### src/rtl/aes128_req_scheduler_pkg.sv
// aes128_req_scheduler_pkg: shared types and constants for the AES-128 request scheduler
package aes128_req_scheduler_pkg;
    localparam int NR_128 = 10;
    localparam int AES_W  = 128;
    typedef enum logic [1:0] {OP_NOP = 2'd0, OP_INIT = 2'd1, OP_MID = 2'd2, OP_FINAL = 2'd3} aes_op_e;
    typedef enum logic [1:0] {IDLE = 2'd0, INIT = 2'd1, ROUND = 2'd2, DONE = 2'd3} sched_state_e;
endpackage

### src/rtl/aes128_req_scheduler_arb.sv
// aes_rr_arbiter: picks the first requester after the pointer, wrapping, as one-hot and index
module aes_rr_arbiter #(
    parameter int NREQ = 4,
    parameter int IDW  = $clog2(NREQ)
) (
    input  logic [NREQ-1:0] req_i,
    input  logic [IDW-1:0]  ptr_i,
    output logic [NREQ-1:0] gnt_o,
    output logic [IDW-1:0]  idx_o,
    output logic            valid_o
);
    logic [IDW-1:0] j;
    // Scan farthest-to-nearest so the nearest valid requester after the pointer wins
    always_comb begin
        gnt_o   = '0;
        idx_o   = '0;
        valid_o = 1'b0;
        j       = '0;
        for (int i = NREQ; i >= 1; i--) begin
            j = IDW'((int'(ptr_i) + i) % NREQ);
            if (req_i[j]) begin
                gnt_o   = NREQ'(1) << j;
                idx_o   = j;
                valid_o = 1'b1;
            end
        end
    end
endmodule

### src/rtl/aes128_req_scheduler.sv
// aes128_req_scheduler: round-robin sharing of one iterative AES-128 round datapath
module aes128_req_scheduler
    import aes128_req_scheduler_pkg::*;
#(
    parameter int NREQ = 4,
    parameter int NR   = NR_128,
    parameter int IDW  = $clog2(NREQ)
) (
    input  logic                        clk,
    input  logic                        rst_n,
    input  logic [NREQ-1:0]             req_valid,
    output logic [NREQ-1:0]             req_ready,
    input  logic [NREQ-1:0][AES_W-1:0]  req_text,
    input  logic [NREQ-1:0][AES_W-1:0]  req_key,
    output logic [1:0]                  dp_op,
    output logic [3:0]                  dp_rnd,
    output logic [AES_W-1:0]            dp_state,
    output logic [AES_W-1:0]            dp_key,
    input  logic [AES_W-1:0]            dp_state_nxt,
    input  logic [AES_W-1:0]            dp_key_nxt,
    output logic                        rsp_valid,
    input  logic                        rsp_ready,
    output logic [IDW-1:0]              rsp_id,
    output logic [AES_W-1:0]            rsp_text,
    output logic                        busy
);
    sched_state_e     state_q;
    aes_op_e          op_q;
    logic [AES_W-1:0] st_q, key_q;
    logic [3:0]       rnd_q;
    logic [IDW-1:0]   id_q, ptr_q;
    logic             rsp_valid_q, busy_q;
    logic [NREQ-1:0]  arb_gnt;
    logic [IDW-1:0]   arb_idx;
    logic             arb_valid;

    aes_rr_arbiter #(.NREQ(NREQ), .IDW(IDW)) u_arb (
        .req_i   (req_valid),
        .ptr_i   (ptr_q),
        .gnt_o   (arb_gnt),
        .idx_o   (arb_idx),
        .valid_o (arb_valid)
    );

    assign req_ready = (state_q == IDLE && rst_n) ? arb_gnt : '0;
    assign dp_op     = op_q;
    assign dp_rnd    = rnd_q;
    assign dp_state  = st_q;
    assign dp_key    = key_q;
    assign rsp_valid = rsp_valid_q;
    assign rsp_id    = id_q;
    assign rsp_text  = st_q;
    assign busy      = busy_q;

    // Scheduler FSM: grant, INIT round, NR rounds, then hold the response until accepted
    always_ff @(posedge clk) begin
        if (!rst_n) begin
            state_q     <= IDLE;
            op_q        <= OP_NOP;
            st_q        <= '0;
            key_q       <= '0;
            rnd_q       <= '0;
            id_q        <= '0;
            ptr_q       <= IDW'(NREQ - 1);
            rsp_valid_q <= 1'b0;
            busy_q      <= 1'b0;
        end else begin
            case (state_q)
                IDLE: if (arb_valid) begin
                    st_q    <= req_text[arb_idx];
                    key_q   <= req_key[arb_idx];
                    id_q    <= arb_idx;
                    ptr_q   <= arb_idx;
                    op_q    <= OP_INIT;
                    busy_q  <= 1'b1;
                    state_q <= INIT;
                end
                INIT: begin
                    st_q    <= dp_state_nxt;
                    key_q   <= dp_key_nxt;
                    rnd_q   <= 4'd1;
                    op_q    <= (NR == 1) ? OP_FINAL : OP_MID;
                    state_q <= ROUND;
                end
                ROUND: begin
                    st_q  <= dp_state_nxt;
                    key_q <= dp_key_nxt;
                    if (rnd_q == 4'(NR)) begin
                        rnd_q       <= '0;
                        op_q        <= OP_NOP;
                        rsp_valid_q <= 1'b1;
                        state_q     <= DONE;
                    end else begin
                        rnd_q <= rnd_q + 4'd1;
                        op_q  <= (rnd_q + 4'd1 == 4'(NR)) ? OP_FINAL : OP_MID;
                    end
                end
                DONE: if (rsp_ready) begin
                    rsp_valid_q <= 1'b0;
                    busy_q      <= 1'b0;
                    state_q     <= IDLE;
                end
                default: state_q <= IDLE;
            endcase
        end
    end
endmodule

### config.mk
export PLATFORM = sky130hd
export DESIGN_NAME = aes128_req_scheduler
export DESIGN_NICKNAME = d
export VERILOG_FILES = /design/src/rtl/aes128_req_scheduler_pkg.sv /design/src/rtl/aes128_req_scheduler_arb.sv /design/src/rtl/aes128_req_scheduler.sv
export SDC_FILE = /design/constraint.sdc
export NUM_CORES = 1
export LEC_CHECK = 0
export ABC_AREA = 1
export CAP_MARGIN = 20
export CORE_AREA = 2 2 657 659
export DETAILED_ROUTE_END_ITERATION = 6
export DIE_AREA = 0 0 659 661
export HOLD_SLACK_MARGIN = 0.03
export PLACE_DENSITY = 0.3
export RECOVER_POWER = 50
export REMOVE_ABC_BUFFERS = 1
export SLEW_MARGIN = 20
export SYNTH_ARGS = -nofsm -noshare
export SYNTH_HDL_FRONTEND = slang
export SYNTH_SLANG_ARGS = --single-unit
### constraint.sdc
create_clock -name clk -period 4 [get_ports clk]
set_input_delay 1 -clock clk [delete_from_list [all_inputs] [get_ports clk]]
set_output_delay 1 -clock clk [all_outputs]
set_load 0.01 [all_outputs]
==> key figures <==
Global route
  – Total GRT Usage: 0.144
  – Global route overflow: 0
  – Initial antenna violation count: 205
  – Vias in the first global route: around 34000
  – First-pass GRT wire length: 407000 µm
  – Largest net degree at the start of global routing: 103

Clock network
  – Clock-pin transition on the worst setup and hold timing paths: approximately 60 ps
  – Clk Latency, worst-skew pair: roughly 700 ps
  – Root Buffer: clkbuf_16
  – CTS buffer count: 51
  – H-Tree Depth: 2
  – # clock sinks: between 200 and 300
  – CTS tree: done
  – Worst-case clock buffer depth: 3

Setup path
  – Critical path startpoint category: input pin
  – Worst path max stage delay: 430 ps
  – Arr. time, crit path: 2860 ps
  – WP data required: 3000 ps
  – Crit path top cell by count: buf_4
  – CP endpoint kind: output port
  – CP Max Fanout: 5
  – Critical Path, Cell by Cell: clkdlybuf4s50_1, inv_1, nand2_1, nand3_1, nand2_2, inv_2, nand2_4, o21ai_0, a21oi_1, nor3_2, buf_4, buf_4
  – CP Class: in2out
  – Critical-path top delay cell: clkdlybuf4s50_1

Power and ir drop
  – Sequential group share of total power: 0.097
  – P per Cell Area: 1040 nW/µm²
  – Combinational share of power: 0.804
  – Net switching power: 28.8 mW
  – Clock group share of total power: 0.099
  – Max VDD drop: about 0.54 mV
  – Int Pwr: 20.5 mW
  – Leakage: ~17 nW
  – Switching part of the total power: 0.584

Logic synthesis
  – Synth Cell Area: 21200 µm²
  – Warnings, synthesis: 0
  – Register area share after synthesis: 0.255
  – Netlist cell types: 30
  – Yosys top cell area share: 0.304
  – Synth top cells by count: 1288 x nand3_1, 542 x nand2_1, 526 x a21oi_1, 270 x dfxtp_1, 260 x o21ai_0
  – Dominant cell by count in the synthesized netlist: nand3_1
  – Post-synthesis register bit count: 270
  – Synth Instances: about 3500
  – EDFF count, synth: 0
  – Dominant synthesized flop cell: dfxtp_1
  – Syn_area_per_cell: roughly 6.1 µm²
  – Top cells by area, synth: nand3_1 30%, dfxtp_1 26%, a21oi_1 12%
  – Async S/R FF share, synth: 0
  – Synth area leader: nand3_1

Drt
  – Drc violations: 0
  – DR iter-0 viols: 2703
  – Via count: 34600
  – Vias per std cell: about 3.2
  – Drt wl/cell: roughly 31 µm
  – Number of routed nets with antenna violations: 0
  – Drt pass-1 iters: 6
  – Drt total wl: 330000 µm

Placed design
  – Pre-CTS setup slack: -491 ps
  – Placement Cell Area: 45800 µm²
  – Placed cells: 10700
  – Post-detail-place hpwl: 289000 µm
  – PortBufs: 1684
  – Gp weighted congestion: 0.929

Final layout
  – Fin cells: 10800
  – Nets: about 6300
  – Synth-to-Final Area Change: 125%
  – Share of layout cells above drive strength 1: 0.0845
  – Design area: 47600 µm²
  – Fillers: 49900

STA
  – Max Freq: around 260 MHz
  – Fin. Hold Viols: 0
  – RSZ-0062 raised after global routing: false
  – Final setup viols: 0
  – Period utilization: 0.966
  – Worst slew pin tran: 1870 ps
  – TNS Setup: 0 ps
  – Max Slew Vio Count: 52
  – Worst Skew: 27.3 ps
  – Setup slack after layout: between 100 and 150 ps
  – Worst slew margin: -0.244
  – Post-route minimum period: 3860 ps

Floorplanning
  – Die X: 659 µm
  – Row cnt: 241
  – Die area: 436000 µm²
  – Total core area: 429000 µm²
  – IO Pins: 1685
  – Effective utilization at floorplan: 0.0493
  – Die H: 661 µm

Flow run
  – Maxcap violations: 1

Outcome
  – Failing checks: max-capacitance violations, max-slew violations
  – Outcome: complete, but fails checks

Hold path
  – Type of the most critical hold path: reg2reg
[metrics by stage]
stage	util	total power, mW	hold slack (ps)
4_1_cts	0.111	51.2	469
6_report	0.111	49.3	466
2_1_floorplan	-	18.5	488
3_3_place_gp	0.107	46.1	465
5_1_grt	0.111	53.1	494
3_5_place_dp	0.107	45.9	459
[what timing repair did]
| item | 4_1_cts | 5_1_grt |
|---|---|---|
| setup buffers | 0 | 0 |
| hold buffers | 0 | 0 |
| hold endpoints to repair | 0 | 0 |
| resized for setup | 12 | 2 |
| setup endpoints to repair | 4 | 2 |
| pin swaps | 1 | 0 |
[per-layer routing]
| metal | global-route usage | vias to the layer above | routed length (µm) |
|---|---|---|---|
| li1 | - | 15300 | - |
| met1 | 0.172 | 16900 | 133000 |
| met2 | 0.250 | 1807 | 159000 |
| met3 | 0.0512 | 495 | 29500 |
| met4 | 0.0259 | 84 | 7500 |
| met5 | 0 | - | 564 |
[logic make-up (layout without fill, tap and decap cells)]
group           after synthesis  count (layout)  share of synthesized area
simple gates               1865            1865                      0.411
xor+xnor                      2               2                   0.000828
compound gates              803             803                      0.191
fa+ha+maj                    16              16                    0.00946
other cells                   0              19                          0
flops                       270             270                      0.255
buf+inv                     524            2120                      0.132
[state kept, by name, summed over array words and instances, names as in the netlist]
name       flops
rsp_id         2
ptr_q          2
dp_key       128
dp_rnd         4
dp_state     128
state_q        2
busy           1
rsp_valid      1
dp_op          2
[power groups by stage]
| stage | sequential (mW) | clock [mW] | combinational (mW) |
|---|---|---|---|
| floorplan | 5.20 | 0 | 13.3 |
| global placement | 4.86 | 0 | 41.3 |
| detailed placement | 4.88 | 0 | 41.1 |
| CTS | 4.86 | 5.18 | 41.2 |
| global route | 4.93 | 5.22 | 43.0 |
| finish | 4.77 | 4.87 | 39.7 |
[final timing paths]
kind	startpoint	to	slack, ps	cells after the start
min reg2reg	rsp_id[1]	rsp_id[1]	470	2
max reg2reg	ptr_q[0]	dp_key[14]	550	14
min	rsp_id[1]	rsp_id[1]	470	2
max	req_valid[2]	req_ready[0]	140	12
[worst max-delay path, delay by kind of cell]
| family | cells | cell delay [ps] |
|---|---|---|
| buffers and inverters | 5 | 910 |
| AND/OR/NAND/NOR | 5 | 660 |
| AO/OA/AOI/OAI | 2 | 280 |
[final cells by class]
class	instances	area, µm²	area share
repair buffers	1999	20100	0.422
multi-input cells	2686	13000	0.274
well taps	5710	7140	0.150
flip-flops and latches	270	5410	0.114
clock buffers	80	1580	0.0332
clock inverters	11	141	0.00297
inverters	30	131	0.00276
diodes	19	47.5	0.000999
[cell usage in the layout, fill, tap and decap left out, drive strengths merged]
cell           instances
buf                  315
clkinv                 5
dfxtp                270
xor2                   2
nor2                  14
inv                   29
a21oi                526
nand2                555
o211ai                 2
diode                 19
a31oi                  2
o22ai                  1
nor3b                  1
o21ai                266
ha                    16
clkdlybuf4s50       1360
nand3               1292
clkbuf                90
o221ai                 1
nor3                   3
a211oi                 4
a22oi                  1
dlygate4sd3          310
dlygate4sd2            3
clkdlybuf4s15          1
bufinv                 3
clkinvlp               4
(Power assumes the default switching activity.)
